### src/rtl/flash_read_arbiter.sv
// rtl/flash_read_arbiter.sv - two-client round-robin SPI NOR READ (0x03) engine
// Optional FLASH_WAKE_EN: send a 0xAB release-power-down frame after reset before serving reads.
module flash_read_arbiter #(
  parameter int CLK_DIV    = 4,
  parameter int GAP_HALVES = 4,
  parameter int WAKE_WAIT  = 64
) (
  input  logic        top_clk,
  input  logic        rst,
  input  logic [1:0]  req,
  input  logic [23:0] addr0,
  input  logic [23:0] addr1,
  input  logic [3:0]  len0,
  input  logic [3:0]  len1,
  output logic [1:0]  gnt,
  output logic [7:0]  rd_data,
  output logic        rd_valid,
  output logic [1:0]  done,
  output logic        busy,
  output logic        cs,
  output logic        sck,
  output logic        mosi,
  input  logic        miso
);

  typedef enum logic [3:0] {
    IDLE, ARB, CMD, ADDR, DATA, GAP, WAKE, WAKE_TX, WAKE_HOLD
  } state_t;

  state_t       state;
  logic [8:0]   div_cnt;
  logic [7:0]   bit_cnt;
  logic [31:0]  tx_sr;
  logic [6:0]   rx_sr;
  logic [3:0]   len_q;
  logic         owner;
  logic         rr_last;
  logic [15:0]  wait_cnt;
  logic         win;
  logic         rise_tick;
  logic         bit_tick;

  // With both requesting, the one not served last wins.
  assign win       = (req == 2'b11) ? ~rr_last : req[1];
  assign rise_tick = (div_cnt == 9'(CLK_DIV - 1));
  assign bit_tick  = (div_cnt == 9'(2 * CLK_DIV - 1));

  always_ff @(posedge top_clk) begin
    if (rst) begin
`ifdef FLASH_WAKE_EN
      state <= WAKE;
`else
      state <= IDLE;
`endif
      cs       <= 1'b1;
      sck      <= 1'b0;
      mosi     <= 1'b0;
      gnt      <= 2'b00;
      rd_data  <= 8'h00;
      rd_valid <= 1'b0;
      done     <= 2'b00;
      busy     <= 1'b0;
      rr_last  <= 1'b1;
      owner    <= 1'b0;
      div_cnt  <= '0;
      bit_cnt  <= '0;
      tx_sr    <= {8'hAB, 24'h000000};
      rx_sr    <= '0;
      len_q    <= '0;
      wait_cnt <= '0;
    end else begin
      rd_valid <= 1'b0;
      done     <= 2'b00;
      case (state)
        IDLE: begin
          if (req != 2'b00) begin
            owner <= win;
            gnt   <= win ? 2'b10 : 2'b01;
            tx_sr <= {8'h03, win ? addr1 : addr0};
            len_q <= win ? len1 : len0;
            busy  <= 1'b1;
            state <= ARB;
          end
        end
        ARB, WAKE: begin
          busy    <= 1'b1;
          cs      <= 1'b0;
          mosi    <= tx_sr[31];
          tx_sr   <= {tx_sr[30:0], 1'b0};
          div_cnt <= '0;
          bit_cnt <= '0;
          state   <= (state == ARB) ? CMD : WAKE_TX;
        end
        CMD, ADDR, DATA, WAKE_TX: begin
          div_cnt <= bit_tick ? 9'd0 : div_cnt + 9'd1;
          if (rise_tick) begin
            sck <= 1'b1;
            if (state == DATA) begin
              rx_sr <= {rx_sr[5:0], miso};
              if (bit_cnt[2:0] == 3'd7) begin
                rd_data  <= {rx_sr, miso};
                rd_valid <= 1'b1;
              end
            end
          end
          if (bit_tick) begin
            sck     <= 1'b0;
            bit_cnt <= bit_cnt + 8'd1;
            mosi    <= tx_sr[31];
            tx_sr   <= {tx_sr[30:0], 1'b0};
            if (state == CMD && bit_cnt == 8'd7) begin
              state   <= ADDR;
              bit_cnt <= '0;
            end else if (state == ADDR && bit_cnt == 8'd23) begin
              state   <= DATA;
              bit_cnt <= '0;
              mosi    <= 1'b0;
            end else if (state == DATA) begin
              mosi <= 1'b0;
              if (bit_cnt == {1'b0, len_q, 3'b111}) begin
                state    <= GAP;
                cs       <= 1'b1;
                done     <= gnt;
                gnt      <= 2'b00;
                rr_last  <= owner;
                wait_cnt <= '0;
              end
            end else if (state == WAKE_TX && bit_cnt == 8'd7) begin
              state    <= WAKE_HOLD;
              cs       <= 1'b1;
              mosi     <= 1'b0;
              wait_cnt <= '0;
            end
          end
        end
        GAP: begin
          if (wait_cnt == 16'(GAP_HALVES * CLK_DIV - 1)) begin
            state <= IDLE;
            busy  <= 1'b0;
          end else begin
            wait_cnt <= wait_cnt + 16'd1;
          end
        end
        WAKE_HOLD: begin
          if (wait_cnt == 16'(WAKE_WAIT - 1)) begin
            state <= IDLE;
            busy  <= 1'b0;
          end else begin
            wait_cnt <= wait_cnt + 16'd1;
          end
        end
        default: state <= IDLE;
      endcase
    end
  end

endmodule

### config.mk
export PLATFORM = sky130hd
export DESIGN_NAME = flash_read_arbiter
export DESIGN_NICKNAME = d
export VERILOG_FILES = /design/src/rtl/flash_read_arbiter.sv
export SDC_FILE = /design/constraint.sdc
export NUM_CORES = 1
export LEC_CHECK = 0
export ABC_AREA = 1
export CAP_MARGIN = 20
export CORE_MARGIN = 10
export CORE_UTILIZATION = 55
export CTS_CLUSTER_SIZE = 16
export DETAILED_ROUTE_END_ITERATION = 8
export GPL_TIMING_DRIVEN = 0
export PLACE_DENSITY = 0.81
export SYNTH_ARGS = -nofsm -noshare
export SYNTH_HDL_FRONTEND = slang
export SYNTH_SLANG_ARGS = --single-unit
### constraint.sdc
create_clock -name top_clk -period 2.1 [get_ports top_clk]
set_input_delay 0.21 -clock top_clk [delete_from_list [all_inputs] [get_ports top_clk]]
set_output_delay 0.21 -clock top_clk [all_outputs]
set_load 0.005 [all_outputs]
==> results of run 1 <==
per-layer routing:
layer	track usage (%)	wire, um
met1	25.5	6590
met2	36.1	7310
met3	3.92	702
met4	6.41	272
met5	0	0
flip-flops by register name, summed over array words and instances, names as in the netlist, 4 cells and up:
register  count
bit_cnt       8
div_cnt       9
len_q         4
rd_data       8
rx_sr         7
state         4
tx_sr        32
wait_cnt     16
cell usage in the layout, fill, tap and decap left out, types with 2 or more instances in the layout:
cell             instances
nand2_1                196
nor2_1                 112
dfxtp_1                 93
inv_1                   88
a21oi_1                 83
clkdlybuf4s50_1         76
nand3_1                 62
o21ai_0                 48
nor3_2                  24
nor3_1                  20
clkbuf_1                17
buf_4                   12
nand4_1                 11
clkbuf_8                 9
nor2_4                   8
buf_2                    7
nand2_2                  6
dfxtp_2                  6
xor2_1                   5
inv_2                    5
nor2_2                   5
or2_2                    4
buf_6                    4
nand2_4                  3
ha_2                     3
o22ai_1                  2
a211oi_1                 2
nand3_2                  2
inv_6                    2
power breakdown:
part / total [mW] / internal (mW) / switching [mW]
combinational: 3.71 / 1.36 / 2.35
clock: 1.27 / 0.566 / 0.702
sequential: 2.46 / 2.24 / 0.218
total: 7.43 / 4.16 / 3.27
area by class of cell:
type / instances / share of cell area, %
buffer: 31 / 2.56
clock buffer: 10 / 1.92
clock inverter: 5 / 1.09
inverter: 95 / 5.39
multi-input combinational: 602 / 44.3
sequential: 99 / 29.9
tap: 133 / 2.50
timing repair buffer: 84 / 12.3
worst max-delay path, cell delays in order (launching register included):
cell and delay, ns:
dfxtp_1 0.39, ha_2 0.21, nand3_1 0.13, nor2_2 0.18, nand2_1 0.08, nand2_1 0.09
nand3_1 0.11, nor2_4 0.17, nand2_2 0.13, buf_6 0.17, nand2_1 0.06, a21oi_1 0.05
cells by family (layout without fill, tap and decap cells):
group,Yosys count,in the layout
AO/OA/AOI/OAI,139,139
XOR/XNOR,5,5
adder cells (fa/ha/maj),4,4
buffers and inverters,126,225
flip-flops,99,99
AND/OR/NAND/NOR,454,454
metrics by stage:
step	util (%)	power [mW]	setup slack [ns]	hold WS [ns]
2_1_floorplan	-	5.10	0.360	0.375
3_3_place_gp	65.5	5.91	-0.0490	0.434
3_5_place_dp	65.5	6.05	-0.123	0.439
4_1_cts	67.8	7.35	0.00438	0.271
5_1_grt	68.7	7.98	-0.0170	0.318
6_report	68.7	7.43	0.158	0.282
path summary, 6_finish.rpt:
path	startpoint	to	slack (ns)	depth (start not counted)
max	bit_cnt[1]	wait_cnt[11]	0.16	11
min	rst	rd_valid	0.28	2
max reg2reg	bit_cnt[1]	wait_cnt[11]	0.16	11
min reg2reg	rd_data[0]	rd_data[0]	0.45	2
repair_timing:
item / in CTS / in global routing
endpoints found under the setup margin: 12 / 55
setup buffers: 1 / 7
pin swaps: 1 / 4
gates resized for setup: 2 / 19
==> impl_metrics.ini, run 1 <==
[critical_path]
end_kind = register
crit_fanout = 10
arrival_ns = 2.17
worstSetupPathType = register to register
startpoint_type = register
cp.required_ns = 2.33

[placed_design]
port_buffers = 76
dpl-instance-area_mm2 = 0.00634
dp.cells = 1036
dp.final_hpwl_um = 11200
gp_congestion = 0.907

[layout]
syn_to_final_growth_pct = 22.9
multi_input_area_mm2 = 0.00295
antenna_cells = 0
regArea_mm2 = 0.00199
finalNetCount = 987
fill_cells = 831
stdcell_area_mm2 = 0.00666
stdcell_count = 1059
drive_gt1_share_pct = 11.4

[route]
drtAntennaViolNets = 0
vias_per_cell = 5.22
dr.pass1.iters = 5
vias = 5523
drt_iter0_drc = 364
wl_um = 14900
wire_per_inst_um = 14.1
drc = 0

[logic_synthesis]
synthFlopType = dfxtp_1
synth_compound_area_share_pct = 13.3
synth_top_family_by_area = simple AND/OR/NAND/NOR gates
syn_area_per_cell_um2 = 6.55
async_flop_share_pct = 0
ys_ff_latch = 99
synth_top_cell_area_share_pct = 36.6
synth_edf_count = 0
synthAdderAreaFrac_pct = 0.924
synth_area_mm2 = 0.00542
synth_xor_area_share_pct = 0.808
synth.distinct_cells = 32
syn_nets = 892
yosysMostFrequentCell = nand2_1
synthTopCellsByCount = nand2_1, nor2_1, dfxtp_1, inv_1, a21oi_1
yosys_warnings = 0
muxShareOfSynthArea_pct = 0
synthSimpleGateAreaFrac_pct = 38.7
ys_seq_area_share_pct = 36.6
synthCells = 827
synth.area.top_cells = dfxtp_1, nand2_1, nor2_1
yosysTopAreaCell = dfxtp_1

[global_routing]
antenna_found_initial = 0
grt_pass1_vias = 5447
grt_pass1_wl_um = 25500
grt-ovfl-total = 0
grt_max_degree = 18
grt_use_total_pct = 20.8

[power]
peakVddDrop_v = 0.000687
power.density_mw_per_mm2 = 1120
total_leakage_power_nw = 2.66

[floorplanning]
die_h_um = 119
initial_utilization_pct = 55.9
die_x_um = 119
boundaryPins = 78
rows = 36
coreArea_mm2 = 0.00968
die-area_mm2 = 0.0142

[clock_network]
cts_tree = done
path_clk_slew_ns = 0.10
clock_sinks = 99
holdBufCountCts = 0
clkLatencyLatePin_ns = 0.38
htreeDepth = 3
numCtsBuffers = 9
cts_root_buf = clkbuf_8
cts_buffer_depth = 2

[timing]
drv_slew = 0
finalSetupViolCount = 0
slew_headroom_pct = 53.6
layout_min_cycle_time_ns = 1.94
finalSetupTns_ns = 0
finClkSkew_ns = 0.0153
final_min_period_over_clock_period_pct = 92.5
timing_hold_violations_final = 0
worst_slew_pin_slew_ns = 0.696
max_freq_ghz = 0.515

[worst_hold_path]
hp-class = primary input to register

[outcome]
status = completed

[run]
drv_cap = 0
Note: power is estimated with default switching activity, not from simulation.
==> run 2: changes to the inputs <==
- CELL_PAD_IN_SITES_DETAIL_PLACEMENT: unset -> 1
- CELL_PAD_IN_SITES_GLOBAL_PLACEMENT: unset -> 1
- CORE_UTILIZATION: 55 -> 39
- PLACE_DENSITY: 0.81 -> unset
- PLACE_DENSITY_LB_ADDON: unset -> 0.1
==> run 2 against run 1 <==
Against the previous run: hold slack improved by 0.020 ns; count of clock-buffer cells in the layout decreased by 1; sequential share of layout area down 0.84 points; non-clock buffer count up 1; first-iteration DRC count decreased by 25%; clock power increased by 30%; largest cell class unchanged; largest power group unchanged; highest routed layer unchanged.
==> impl_metrics.ini, run 2 (same netlist as run 1, synthesis figures left out) <==
[outcome]
status = completed

[global_routing]
grt_max_degree = 19
grt_use_total_pct = 19.7
grt_pass1_vias = 5822
antenna_found_initial = 0
grt_pass1_wl_um = 30000
grt-ovfl-total = 0

[route]
vias = 5689
vias_per_cell = 5.13
dr.pass1.iters = 4
wire_per_inst_um = 16.6
drt_iter0_drc = 272
drtAntennaViolNets = 0
wl_um = 18400
drc = 0

[timing]
layout_min_cycle_time_ns = 1.94
slew_headroom_pct = 47.7
setup_ws_ns = 0.165
whs_ns = 0.302
drv_slew = 0
timing_hold_violations_final = 0
finalSetupViolCount = 0
finClkSkew_ns = 0.00748
max_freq_ghz = 0.517
rsz0062_at_grt = no
final_min_period_over_clock_period_pct = 92.2
finalSetupTns_ns = 0
worst_slew_pin_slew_ns = 0.784

[worst_hold_path]
whs_endpoint = sck
hold_depth = 2
min_from = rst
hp-class = primary input to register

[clock_network]
holdBufCountCts = 0
numCtsBuffers = 9
path_clk_slew_ns = 0.08
clkLatencyLatePin_ns = 0.36
cts_buffer_depth = 2
clock_sinks = 99
htreeDepth = 3
cts_root_buf = clkbuf_16
cts_tree = done

[power]
peakVddDrop_v = 0.000542
seq_power_share_pct = 31.0
switching_share_pct = 44.4
power.total_mw = 7.99
total_leakage_power_nw = 2.71
p_clk_share_pct = 20.7
pwr-share-comb_pct = 48.3
p_int_mw = 4.44
p_sw_mw = 3.55
power.density_mw_per_mm2 = 1170

[layout]
antenna_cells = 0
fill_cells = 1847
final_common_cell = nand2_1
drive_gt1_share_pct = 12.2
largestRegisters = tx_sr x32, wait_cnt x16, div_cnt x9
top_register = tx_sr
syn_to_final_growth_pct = 26.4
final_core_util_pct = 49.9
largest_reg_flops = 32
layout_common_cells = nand2_1, nor2_1, dfxtp_1, inv_1, a21oi_1
finalNetCount = 988

[floorplanning]
coreArea_mm2 = 0.0137
boundaryPins = 78
rows = 43
die-area_mm2 = 0.0190
initial_utilization_pct = 39.5
die_h_um = 138
die_x_um = 138

[run]
drv_cap = 0

[placed_design]
pre_cts_ws_ns = -0.188
gp_congestion = 0.866
dp.final_hpwl_um = 14200
port_buffers = 76

[critical_path]
r2r-start = div_cnt[4]
cp.required_ns = 2.33
startpoint_type = register
crit_fanout = 10
ff2ff_path_depth = 7
timing.rr.end = rd_data[5]
ff2ff_setup_slack_ns = 0.16
end_kind = register
worstSetupPathType = register to register
arrival_ns = 2.17
## run 2: per-stage QoR
stage	cell area, um^2	cells
global route	6850	1108
floorplan	5420	827
global placement	6400	1083
finish	6850	1108
detailed placement	6400	1083
CTS	6740	1102
## run 2: cell type report
type                    count  area, um^2  area share, %
flip-flops and latches     99        1990           29.1
plain buffers              31         170           2.48
well taps                 180         225           3.29
clock inverters             7        58.8          0.859
repair buffers             85         828           12.1
inverters                  95         359           5.24
multi-input cells         602        2990           43.7
clock buffers               9         225           3.29
## run 2: critical path, cell delays in order, from the launching register on
cell and delay (ns):
dfxtp_1 0.36, nor2_1 0.21, nand4_1 0.18, nor2_4 0.26, nand4_1 0.24, clkbuf_1 0.28
o21ai_0 0.22, a21oi_1 0.06
## run 2: how the worst max path moves through the flow
stage                        end  slack, ns  cells past startpoint  startpoint
floorplan            wait_cnt[9]       0.36                     11  div_cnt[0]
CTS                 wait_cnt[13]       0.03                     11  div_cnt[0]
finish                rd_data[5]       0.16                      7  div_cnt[4]
detailed placement     tx_sr[23]      -0.19                      9      req[0]
global placement       tx_sr[23]      -0.12                      9      req[0]
global route           tx_sr[20]      0.004                      9      req[0]
## run 2: repair_timing
item	CTS	global route
pin swaps	3	3
resized for setup	6	23
buffers inserted	3	6
setup endpoints to repair	53	53
## run 2: power by group through the flow
| stage | combinational (mW) | sequential [mW] | clock [mW] |
|---|---|---|---|
| after detailed placement | 3.69 | 2.50 | 0 |
| after floorplan | 2.67 | 2.43 | 0 |
| after global placement | 3.55 | 2.48 | 0 |
| after CTS | 3.81 | 2.46 | 1.68 |
| final | 3.87 | 2.48 | 1.65 |
| after global routing | 4.30 | 2.53 | 1.75 |
## run 2: metal layers
layer | global-route usage, % | wire [um]
met5 | 0 | 0
met4 | 5.62 | 218
met3 | 3.04 | 632
met2 | 33.7 | 9100
met1 | 25.0 | 8430
==> run 3: changes to the inputs <==
- REMOVE_ABC_BUFFERS: unset -> 1
==> run 3 against run 2 <==
Against the previous run: clock power down 2%; register-to-register slack got worse by 0.05 ns; sequential share of layout area barely moved; first-iteration DRC count down 16%; via count decreased by 2.2%; flip-flop and latch count unchanged; core utilization about the same; hold slack improved by 0.14 ns; die area is the same; critical path type unchanged; critical endpoint is now cs.
==> impl_metrics.ini, run 3 (same netlist as run 1, synthesis figures left out) <==
[outcome]
status = completed

[global_routing]
grt-ovfl-total = 0
antenna_found_initial = 1
grt_max_degree = 50
grt_pass1_vias = 5857
grt_use_total_pct = 17.5
grt_pass1_wl_um = 27200

[timing]
layout_min_cycle_time_ns = 1.98
final_min_period_over_clock_period_pct = 94.5
timing_hold_violations_final = 0
max_freq_ghz = 0.504
worst_slew_pin_slew_ns = 0.892
slew_headroom_pct = 40.5
finClkSkew_ns = 0.00866
setup_ws_ns = 0.116
finalSetupViolCount = 0
drv_slew = 0

[critical_path]
slowest_delay_ns = 0.40
startpoint_type = register
arrival_ns = 2.18
cp.required_ns = 2.29
end_kind = register
cp_common_cell = nand2_1
slowest_stage = dfxtp_1
crit_chain = ha_1 > nand3_1 > nor2_2 > nand2_1 > nand2_1 > nand3_1 > nor2_4 > buf_4 > nand2_1 > nand2_1 > nand3_1
crit_fanout = 4
worstSetupPathType = register to register

[run]
drv_cap = 0

[placed_design]
gp_congestion = 0.856
dp.final_hpwl_um = 11300
dpl-instance-area_mm2 = 0.00624
pre_cts_ws_ns = -0.961
port_buffers = 77

[floorplanning]
die_x_um = 138
boundaryPins = 78
coreArea_mm2 = 0.0137
rows = 43
initial_utilization_pct = 39.5
die-area_mm2 = 0.0190
die_h_um = 138

[route]
route.met2.wl_um = 8390
drtAntennaViolNets = 0
dr.pass1.iters = 4
drc = 0
wl_met1_um = 7300
wl_met3_um = 733
drt_iter0_drc = 228
wire_per_inst_um = 15.4
vias_per_cell = 5.12
vias = 5566
wl_um = 16700
routed.top_layer = met4

[power]
power.total_mw = 8.29
power.density_mw_per_mm2 = 1210
total_leakage_power_nw = 2.69
peakVddDrop_v = 0.000578

[layout]
final_common_cell = nand2_1
syn_to_final_growth_pct = 26.5
largestRegisters = tx_sr x32, wait_cnt x16, div_cnt x9
top_register = tx_sr
final_core_util_pct = 49.9
finalNetCount = 968
antenna_cells = 0
layout_common_cells = nand2_1, nor2_1, dfxtp_1, inv_1, a21oi_1
stdcell_area_mm2 = 0.00685
drive_gt1_share_pct = 12.0
largest_reg_flops = 32

[clock_network]
clock_sinks = 99
numCtsBuffers = 9
cts_root_buf = clkbuf_16
htreeDepth = 3
cts_tree = done
path_clk_slew_ns = 0.07
holdBufCountCts = 0
cts_buffer_depth = 2
clkLatencyLatePin_ns = 0.35

[worst_hold_path]
hp-class = register to register
run 3: cell types whose count changed in the layout (fill, tap and decap cells not counted), moves of 2 or more:
cell      previous run  this run
nand2_8              0         3
buf_12               0         2
inv_6                3         0
nor2_1             110       113
buf_6                4         1
clkbuf_8             0         3
buf_4               13        10
inv_1               88        85
buf_2                6         1
clkbuf_1            15         1
run 3: worst paths after layout:
path | from | to | slack [ns] | cells past startpoint
hold reg to reg | rd_data[3] | rd_data[3] | 0.45 | 2
hold / removal | rd_data[3] | rd_data[3] | 0.45 | 2
setup / recovery | bit_cnt[1] | cs | 0.12 | 11
setup reg to reg | bit_cnt[1] | cs | 0.12 | 11
run 3: timing repair:
action,CTS,global route
pin swaps,4,5
gates cloned,3,2
hold endpoints to repair,0,0
endpoints found under the setup margin,76,73
setup buffers,7,7
resized for setup,12,27
run 3: per-stage QoR:
stage | hold slack, ns | setup TNS (ns) | std cells
2_1_floorplan | 0.279 | -2.04 | 796
3_3_place_gp | 0.431 | -102.45 | 1053
3_5_place_dp | 0.440 | -36.53 | 1053
4_1_cts | 0.450 | -0.0471 | 1078
5_1_grt | 0.473 | -0.0586 | 1087
6_report | 0.446 | 0 | 1087
run 3: power breakdown:
group	internal, mW	total [mW]	switching [mW]
clock network	0.892	1.61	0.717
logic	1.55	4.21	2.66
registers	2.24	2.47	0.230
total	4.69	8.29	3.60
run 3: critical path, delay by kind of cell (launching register included):
kind                     cells  cell delay [ns]
buffers and inverters        1             0.18
flip-flops                   1             0.40
AND/OR/NAND/NOR              9             1.03
adder cells (fa/ha/maj)      1             0.22
run 3: final cells by class:
class / count / area, um^2
clock buffer: 13 / 270
clock inverter: 2 / 10.0
fill: 1813 / 6870
inverter: 95 / 373
multi-input combinational: 605 / 3040
sequential: 99 / 1990
tap: 180 / 225
timing repair buffer: 92 / 932
timing repair inverter: 1 / 7.51
run 3: layer usage:
metal | vias to the layer above | GRT usage [%]
li1 | 2811 | -
met1 | 2641 | 19.6
met2 | 93 | 31.6
met3 | 21 | 3.84
met4 | 0 | 6.20
met5 | - | 0
